<file path="src/rtl/hospital_rover_pkg.sv">
// ============================================================================
// Module : hospital_rover_pkg
// Brief  : Room codes, navigator state/error encodings and rover move model.
// Rev    : 1.0  initial release
// ============================================================================
`default_nettype none

package hospital_rover_pkg;

  localparam logic [2:0] c_HNR  = 3'd0;
  localparam logic [2:0] c_IR   = 3'd1;
  localparam logic [2:0] c_CPR  = 3'd2;
  localparam logic [2:0] c_ABIR = 3'd3;
  localparam logic [2:0] c_NPR  = 3'd4;
  localparam logic [2:0] c_ICU  = 3'd5;
  localparam logic [2:0] c_CCU  = 3'd6;
  localparam logic [2:0] c_BU   = 3'd7;

  typedef enum logic [1:0] {
    NAV_IDLE  = 2'd0,
    NAV_NAV   = 2'd1,
    NAV_FAULT = 2'd2
  } nav_state_t;

  localparam logic [1:0] c_ERR_NONE     = 2'b00;
  localparam logic [1:0] c_ERR_MISMATCH = 2'b01;
  localparam logic [1:0] c_ERR_TIMEOUT  = 2'b10;

  // Room the rover occupies after one edge, given its room and move bit.
  function automatic logic [2:0] next_room(input logic [2:0] loc, input logic mv);
    logic [2:0] nxt;
    nxt = c_HNR;
    case (loc)
      c_HNR:  nxt = mv ? c_IR   : c_HNR;
      c_IR:   nxt = mv ? c_ICU  : c_HNR;
      c_CPR:  nxt = mv ? c_BU   : c_ABIR;
      c_ABIR: nxt = mv ? c_NPR  : c_HNR;
      c_NPR:  nxt = mv ? c_ICU  : c_HNR;
      c_ICU:  nxt = mv ? c_CPR  : c_NPR;
      c_CCU:  nxt = mv ? c_ABIR : c_HNR;
      c_BU:   nxt = mv ? c_ICU  : c_CCU;
      default: nxt = c_HNR;
    endcase
    return nxt;
  endfunction

endpackage

`default_nettype wire

</file>
<file path="src/rtl/rover_route_rom.sv">
// ============================================================================
// Module : rover_route_rom
// Brief  : Shortest-path move bit for every {current room, destination} pair.
// Rev    : 1.0  initial release
// ============================================================================
`default_nettype none

module rover_route_rom
  import hospital_rover_pkg::*;
(
  input  logic [2:0] i_cur_loc,
  input  logic [2:0] i_dest,
  output logic       o_nav_bit
);

  logic [7:0] w_row;

  // Row per destination, bit index = current room; ties in BFS distance pick 0.
  always_comb begin
    w_row = 8'b0000_0000;
    case (i_dest)
      c_HNR:  w_row = 8'b0000_0000;
      c_IR:   w_row = 8'b0000_0001;
      c_CPR:  w_row = 8'b1011_1011;
      c_ABIR: w_row = 8'b0111_0011;
      c_NPR:  w_row = 8'b1100_1011;
      c_ICU:  w_row = 8'b1001_1111;
      c_CCU:  w_row = 8'b0011_1111;
      c_BU:   w_row = 8'b0011_1111;
      default: w_row = 8'b0000_0000;
    endcase
  end

  assign o_nav_bit = w_row[i_cur_loc];

endmodule

`default_nettype wire

</file>
<file path="src/rtl/rover_route_navigator.sv">
// ============================================================================
// Module : rover_route_navigator
// Brief  : Steers the rover to a requested room, checking every predicted hop.
// Rev    : 1.0  initial release
// ============================================================================
`default_nettype none

module rover_route_navigator
  import hospital_rover_pkg::*;
#(
  parameter int MAX_HOPS = 7,
  parameter int CNT_W    = 3
) (
  input  logic             clk,
  input  logic             reset_n,
  input  logic             req_valid,
  input  logic [2:0]       req_dest,
  output logic             req_ready,
  input  logic [2:0]       current_loc,
  output logic             move_switch,
  output logic             busy,
  output logic             arrived,
  output logic [CNT_W-1:0] hop_count,
  output logic             err,
  output logic [1:0]       err_code,
  input  logic             clr_err
);

  localparam logic [CNT_W-1:0] c_MAX_HOPS = CNT_W'(MAX_HOPS);

  nav_state_t       r_state;
  nav_state_t       w_state_next;
  logic [2:0]       r_dest_q;
  logic [2:0]       r_exp_loc_q;
  logic             r_exp_vld;
  logic [CNT_W-1:0] r_hop_count;
  logic             r_arrived;
  logic [1:0]       r_err_code;

  logic             w_nav_bit;
  logic             w_move;
  logic             w_accept;
  logic             w_arrive;
  logic             w_step;
  logic             w_fault_set;
  logic [1:0]       w_fault_code;

  rover_route_rom u_rom (
    .i_cur_loc (current_loc),
    .i_dest    (r_dest_q),
    .o_nav_bit (w_nav_bit)
  );

  always_comb begin
    w_state_next = r_state;
    w_move       = 1'b0;
    w_accept     = 1'b0;
    w_arrive     = 1'b0;
    w_step       = 1'b0;
    w_fault_set  = 1'b0;
    w_fault_code = c_ERR_NONE;
    case (r_state)
      NAV_IDLE: begin
        if (req_valid) begin
          w_accept     = 1'b1;
          w_state_next = NAV_NAV;
        end
      end
      NAV_NAV: begin
        // Mismatch outranks arrival: a wrong room that happens to be the
        // destination still means the rover did not follow our command.
        if (r_exp_vld && (current_loc != r_exp_loc_q)) begin
          w_fault_set  = 1'b1;
          w_fault_code = c_ERR_MISMATCH;
          w_state_next = NAV_FAULT;
        end else if (current_loc == r_dest_q) begin
          w_arrive     = 1'b1;
          w_state_next = NAV_IDLE;
        end else if (r_hop_count == c_MAX_HOPS) begin
          w_fault_set  = 1'b1;
          w_fault_code = c_ERR_TIMEOUT;
          w_state_next = NAV_FAULT;
        end else begin
          w_move = w_nav_bit;
          w_step = 1'b1;
        end
      end
      NAV_FAULT: begin
        if (clr_err) begin
          w_state_next = NAV_IDLE;
        end
      end
      default: w_state_next = NAV_IDLE;
    endcase
  end

  always_ff @(posedge clk or negedge reset_n) begin
    if (!reset_n) begin
      r_state     <= NAV_IDLE;
      r_dest_q    <= c_HNR;
      r_exp_loc_q <= c_HNR;
      r_exp_vld   <= 1'b0;
      r_hop_count <= '0;
      r_arrived   <= 1'b0;
      r_err_code  <= c_ERR_NONE;
    end else begin
      r_state   <= w_state_next;
      r_arrived <= w_arrive;
      if (w_accept) begin
        r_dest_q    <= req_dest;
        r_hop_count <= '0;
        r_exp_vld   <= 1'b0;
      end
      if (w_step) begin
        r_exp_loc_q <= next_room(current_loc, w_move);
        r_exp_vld   <= 1'b1;
        if (r_hop_count != c_MAX_HOPS) begin
          r_hop_count <= r_hop_count + 1'b1;
        end
      end
      if (w_fault_set) begin
        r_err_code <= w_fault_code;
      end else if ((r_state == NAV_FAULT) && clr_err) begin
        r_err_code <= c_ERR_NONE;
      end
    end
  end

  assign move_switch = w_move;
  assign req_ready   = (r_state == NAV_IDLE);
  assign busy        = (r_state == NAV_NAV);
  assign err         = (r_state == NAV_FAULT);
  assign err_code    = r_err_code;
  assign arrived     = r_arrived;
  assign hop_count   = r_hop_count;

endmodule

`default_nettype wire

</file>
<file path="config.mk">
export PLATFORM = sky130hd
export DESIGN_NAME = rover_route_navigator
export DESIGN_NICKNAME = d
export VERILOG_FILES = /design/src/rtl/hospital_rover_pkg.sv /design/src/rtl/rover_route_rom.sv /design/src/rtl/rover_route_navigator.sv
export SDC_FILE = /design/constraint.sdc
export NUM_CORES = 1
export LEC_CHECK = 0
export CAP_MARGIN = 20
export CORE_MARGIN = 5
export CORE_UTILIZATION = 54
export DETAILED_ROUTE_END_ITERATION = 10
export GPL_TIMING_DRIVEN = 0
export PLACE_DENSITY_LB_ADDON = 0.2
export SKIP_LAST_GASP = 1
export SLEW_MARGIN = 15
export SYNTH_ARGS = -nofsm -noshare
export SYNTH_HDL_FRONTEND = slang
export SYNTH_SLANG_ARGS = --single-unit
</file>
<file path="constraint.sdc">
create_clock -name clk -period 3.1 [get_ports clk]
set_input_delay 0.465 -clock clk [delete_from_list [all_inputs] [get_ports clk]]
set_output_delay 0.465 -clock clk [all_outputs]
set_load 0.05 [all_outputs]
</file>
==> impl_results.md <==
- Final setup violation count: 0
- Max-slew violations: 0
- Worst-Skew Late Latency: 0.29 ns
- Synthesized instance count: 100
- Final #Nets: around 130
- Worst setup EP type: output port
- Htree depth: 1
- Fmax: 332 MHz
- Wire length per cell: ~13 µm
- Hold path cells: 2
- Reg2Reg Setup Slack: 1.40 ns
- DRT antenna net count: 0
- Routed vias/inst: 5.50
- Largest net degree at the start of global routing: 16
- Setup bufs post-CTS: 0
- Sink Count: 15
- Crit-path cells: clkdlybuf4s50_1 -> buf_6 -> xor2_1 -> o31a_1 -> nand4bb_4 -> buf_6 -> nor2_1 -> clkdlybuf4s15_2
- Unrepaired setup endpoints after global routing: no
- # rows: 15
- Dpl ws: -0.307 ns
- Initial Util: 56.7%
- Total power: 1.24 mW
- Worst Setup Start Kind: input port
- Fin. Hold Viols: 0
- Routing usage on met3: 5.13%
- Quantity of I/O buffers inserted on ports: 17
- Slew HR: 55.3%
- Least-Margin Pin Slew: ~0.67 ns
- Final hold slack: about 0.51 ns
- Hpwl dp: 1430 µm
- GRT overflow: 0
- Gr busiest metal: met2
- Area grow syn2layout: 23.4%
- Reg2Reg Capture Point: hop_count[0]
- Status: complete, no violations
- Share of cells above drive strength 1: 17.4%
- # IOs: 20
- Vias in the first global route: 727
- CP max-delay cell: clkdlybuf4s50_1
- Post-route DRC violation count: 0
- Maximum fanout along the worst path: 10
- Die width: 52.6 µm
- Sequential fraction of the synthesis area: 38.3%
- Finished Cell Area: 0.00121 mm²
- MaxCap Viol Count: 0
- Synth Register Bits: 15
- CP peak stage delay: 0.45 ns
- Clock slew at reported path FFs: 0.08 ns
- DIE HEIGHT: about 53 µm
- Worst hold start: r_exp_loc_q[2]
- Final worst slack: 0.0863 ns
- Iteration-0 DRC Markers: 12
- Synthesized area per cell: 9.80 µm²
- VDD IR max: 597 µV
- Total negative slack: 0 ns
- Static leakage: 0.523 nW
- WHS Endpoint: r_exp_loc_q[2]
- Final core occ: 70.0%
- CP bufs+invs: 4
- HP Class: flip-flop to flip-flop
- Crit path arrival time: around 2.6 ns
- Core area: about 0.0017 mm²
- Reg2reg start: r_dest_q[2]
- Yosys warnings: 0
- Syn nets: 112
- Mapped Area: around 980 µm²
- Max Buffers Root-to-Sink: 2
- Max Clock Skew: 0.00824 ns
- Routing usage on met2: 26.0%
- Tcrit/Tclk final: 97.2%
- CTS tree: yes
- Routing usage on met1: 20.0%
- Register-to-Register Path Depth: 7
- Crit Path Category: input port to output port
- Die area: 0.00277 mm²
- Global-route wire length before repair: 3210 µm
- Placed inst area: 0.00118 mm²
- Most Frequent Cell on Critical Path: buf_6
- Antenna cells: 0
- Vias: 803
- Drt first pass iters: 4
- Total GRT Usage: 15.8%
- Worst EP required: around 2.6 ns
- Crit path time final: 3.01 ns
- Initial antenna violation count: 0
- Largest delay share family, worst path: buffers and inverters
- Unique masters post-synth: 40
- CTS root buffer: clkbuf_4
- Total Routed Length: between 1500 and 2000 µm
- Placed Cells: 142
- Cell Pwr Density: 1030 mW/mm²
- Finished Layout Cells: 146
- Total CTS buffers: 3
- Gpl congestion: 0.762
- FILL cells: 144
[power by group]
group	internal, mW	switching [mW]
Combinational	0.322	0.463
Clock	0.0500	0.0625
Sequential	0.277	0.0644
Total	0.650	0.590
[flip-flops by register name, summed over array words and instances (netlist names)]
register	cells
hop_count	3
r_dest_q	3
r_exp_loc_q	3
err_code	2
r_state	2
arrived	1
r_exp_vld	1
[per-layer routing]
layer | wire length (µm) | vias to the layer above
met3 | 103 | 2
met1 | 892 | 370
met4 | 4 | 0
met5 | 0 | -
met2 | 959 | 32
li1 | - | 399
[worst max path at each step]
| stage | startpoint | to | cells after the start |
|---|---|---|---|
| after CTS | current_loc[0] | move_switch | 8 |
| after detailed placement | current_loc[0] | move_switch | 8 |
| final | current_loc[0] | move_switch | 8 |
| after global routing | current_loc[0] | move_switch | 8 |
| after floorplan | current_loc[1] | move_switch | 6 |
| after global placement | current_loc[0] | move_switch | 8 |
[Yosys cell counts]
cell       number  area, µm²
a211oi_1        1       7.51
a21oi_1         3       15.0
a221oi_1        1       8.76
a22o_1          2       17.5
a311oi_1        1       8.76
a31oi_1         2       12.5
and2b_2         1       8.76
and3_1          1       6.26
and3b_1         1       8.76
and4bb_1        1       12.5
buf_2           2       10.0
buf_6           3       33.8
clkbuf_1        2       7.51
dfrtp_1        15        375
ha_1            2       25.0
inv_1           5       18.8
mux2_2          3       33.8
mux2_4          1       15.0
nand2_1         9       33.8
nand2_2         1       6.26
nand2b_1        4       25.0
nand3_1         3       15.0
nand3b_1        1       7.51
nand4b_1        1       8.76
nand4bb_2       1       16.3
nand4bb_4       1       27.5
nor2_1          7       26.3
nor2b_1         2       12.5
nor3_1          3       15.0
nor3b_1         1       7.51
nor4bb_1        1       10.0
o2111a_1        1       11.3
o21ai_0         3       15.0
o21ai_1         1       5.00
o21ai_2         4       35.0
o221ai_1        1       8.76
o22ai_1         1       6.26
o31a_1          1       8.76
xnor2_1         1       8.76
xor2_1          5       43.8
[tightest hold or removal path, delay by kind of cell, from the launching register on]
kind,cells,cell delay [ns]
AO/OA/AOI/OAI,1,0.05
flip-flops,1,0.36
AND/OR/NAND/NOR,1,0.07
[layout make-up]
class	instances	area, µm²	share of cell area (%)
clock buffers	4	26.3	2.17
inverters	5	18.8	1.55
repair buffers	17	171	14.2
well taps	25	31.3	2.59
flip-flops and latches	15	375	31.1
plain buffers	7	51.3	4.24
multi-input cells	73	534	44.2
[what timing repair did]
action,CTS,global route
setup endpoints to repair,1,0
hold buffers,0,0
gates resized for setup,3,0
[cell usage in the layout (no fill, tap or decap), types with 2 or more instances in the layout]
master / netlist / routed
clkbuf_4: 0 / 3
buf_6: 3 / 3
a21oi_1: 3 / 3
nor2b_1: 2 / 2
a22o_1: 2 / 2
nand3_1: 3 / 3
dfrtp_1: 15 / 15
clkbuf_1: 2 / 3
xor2_1: 5 / 5
inv_1: 5 / 5
clkdlybuf4s50_1: 0 / 16
buf_2: 2 / 2
nor2_1: 7 / 7
o21ai_2: 4 / 4
mux2_2: 3 / 3
ha_1: 2 / 2
a31oi_1: 2 / 2
nor3_1: 3 / 3
nand2_1: 9 / 9
nand2b_1: 4 / 4
o21ai_0: 3 / 3
[cell families (layout without fill, tap and decap cells)]
group | Yosys count | after routing | synth area share, %
and+or+nand+nor | 39 | 39 | 25.3
AOI/OAI and AO/OA | 22 | 22 | 16.3
DFF | 15 | 15 | 38.3
buffers and inverters | 12 | 33 | 7.15
xor gates and xnor gates | 6 | 6 | 5.36
muxes | 4 | 4 | 4.98
adders and majority gates | 2 | 2 | 2.55
No activity file was read; power rests on OpenSTA's default activity.
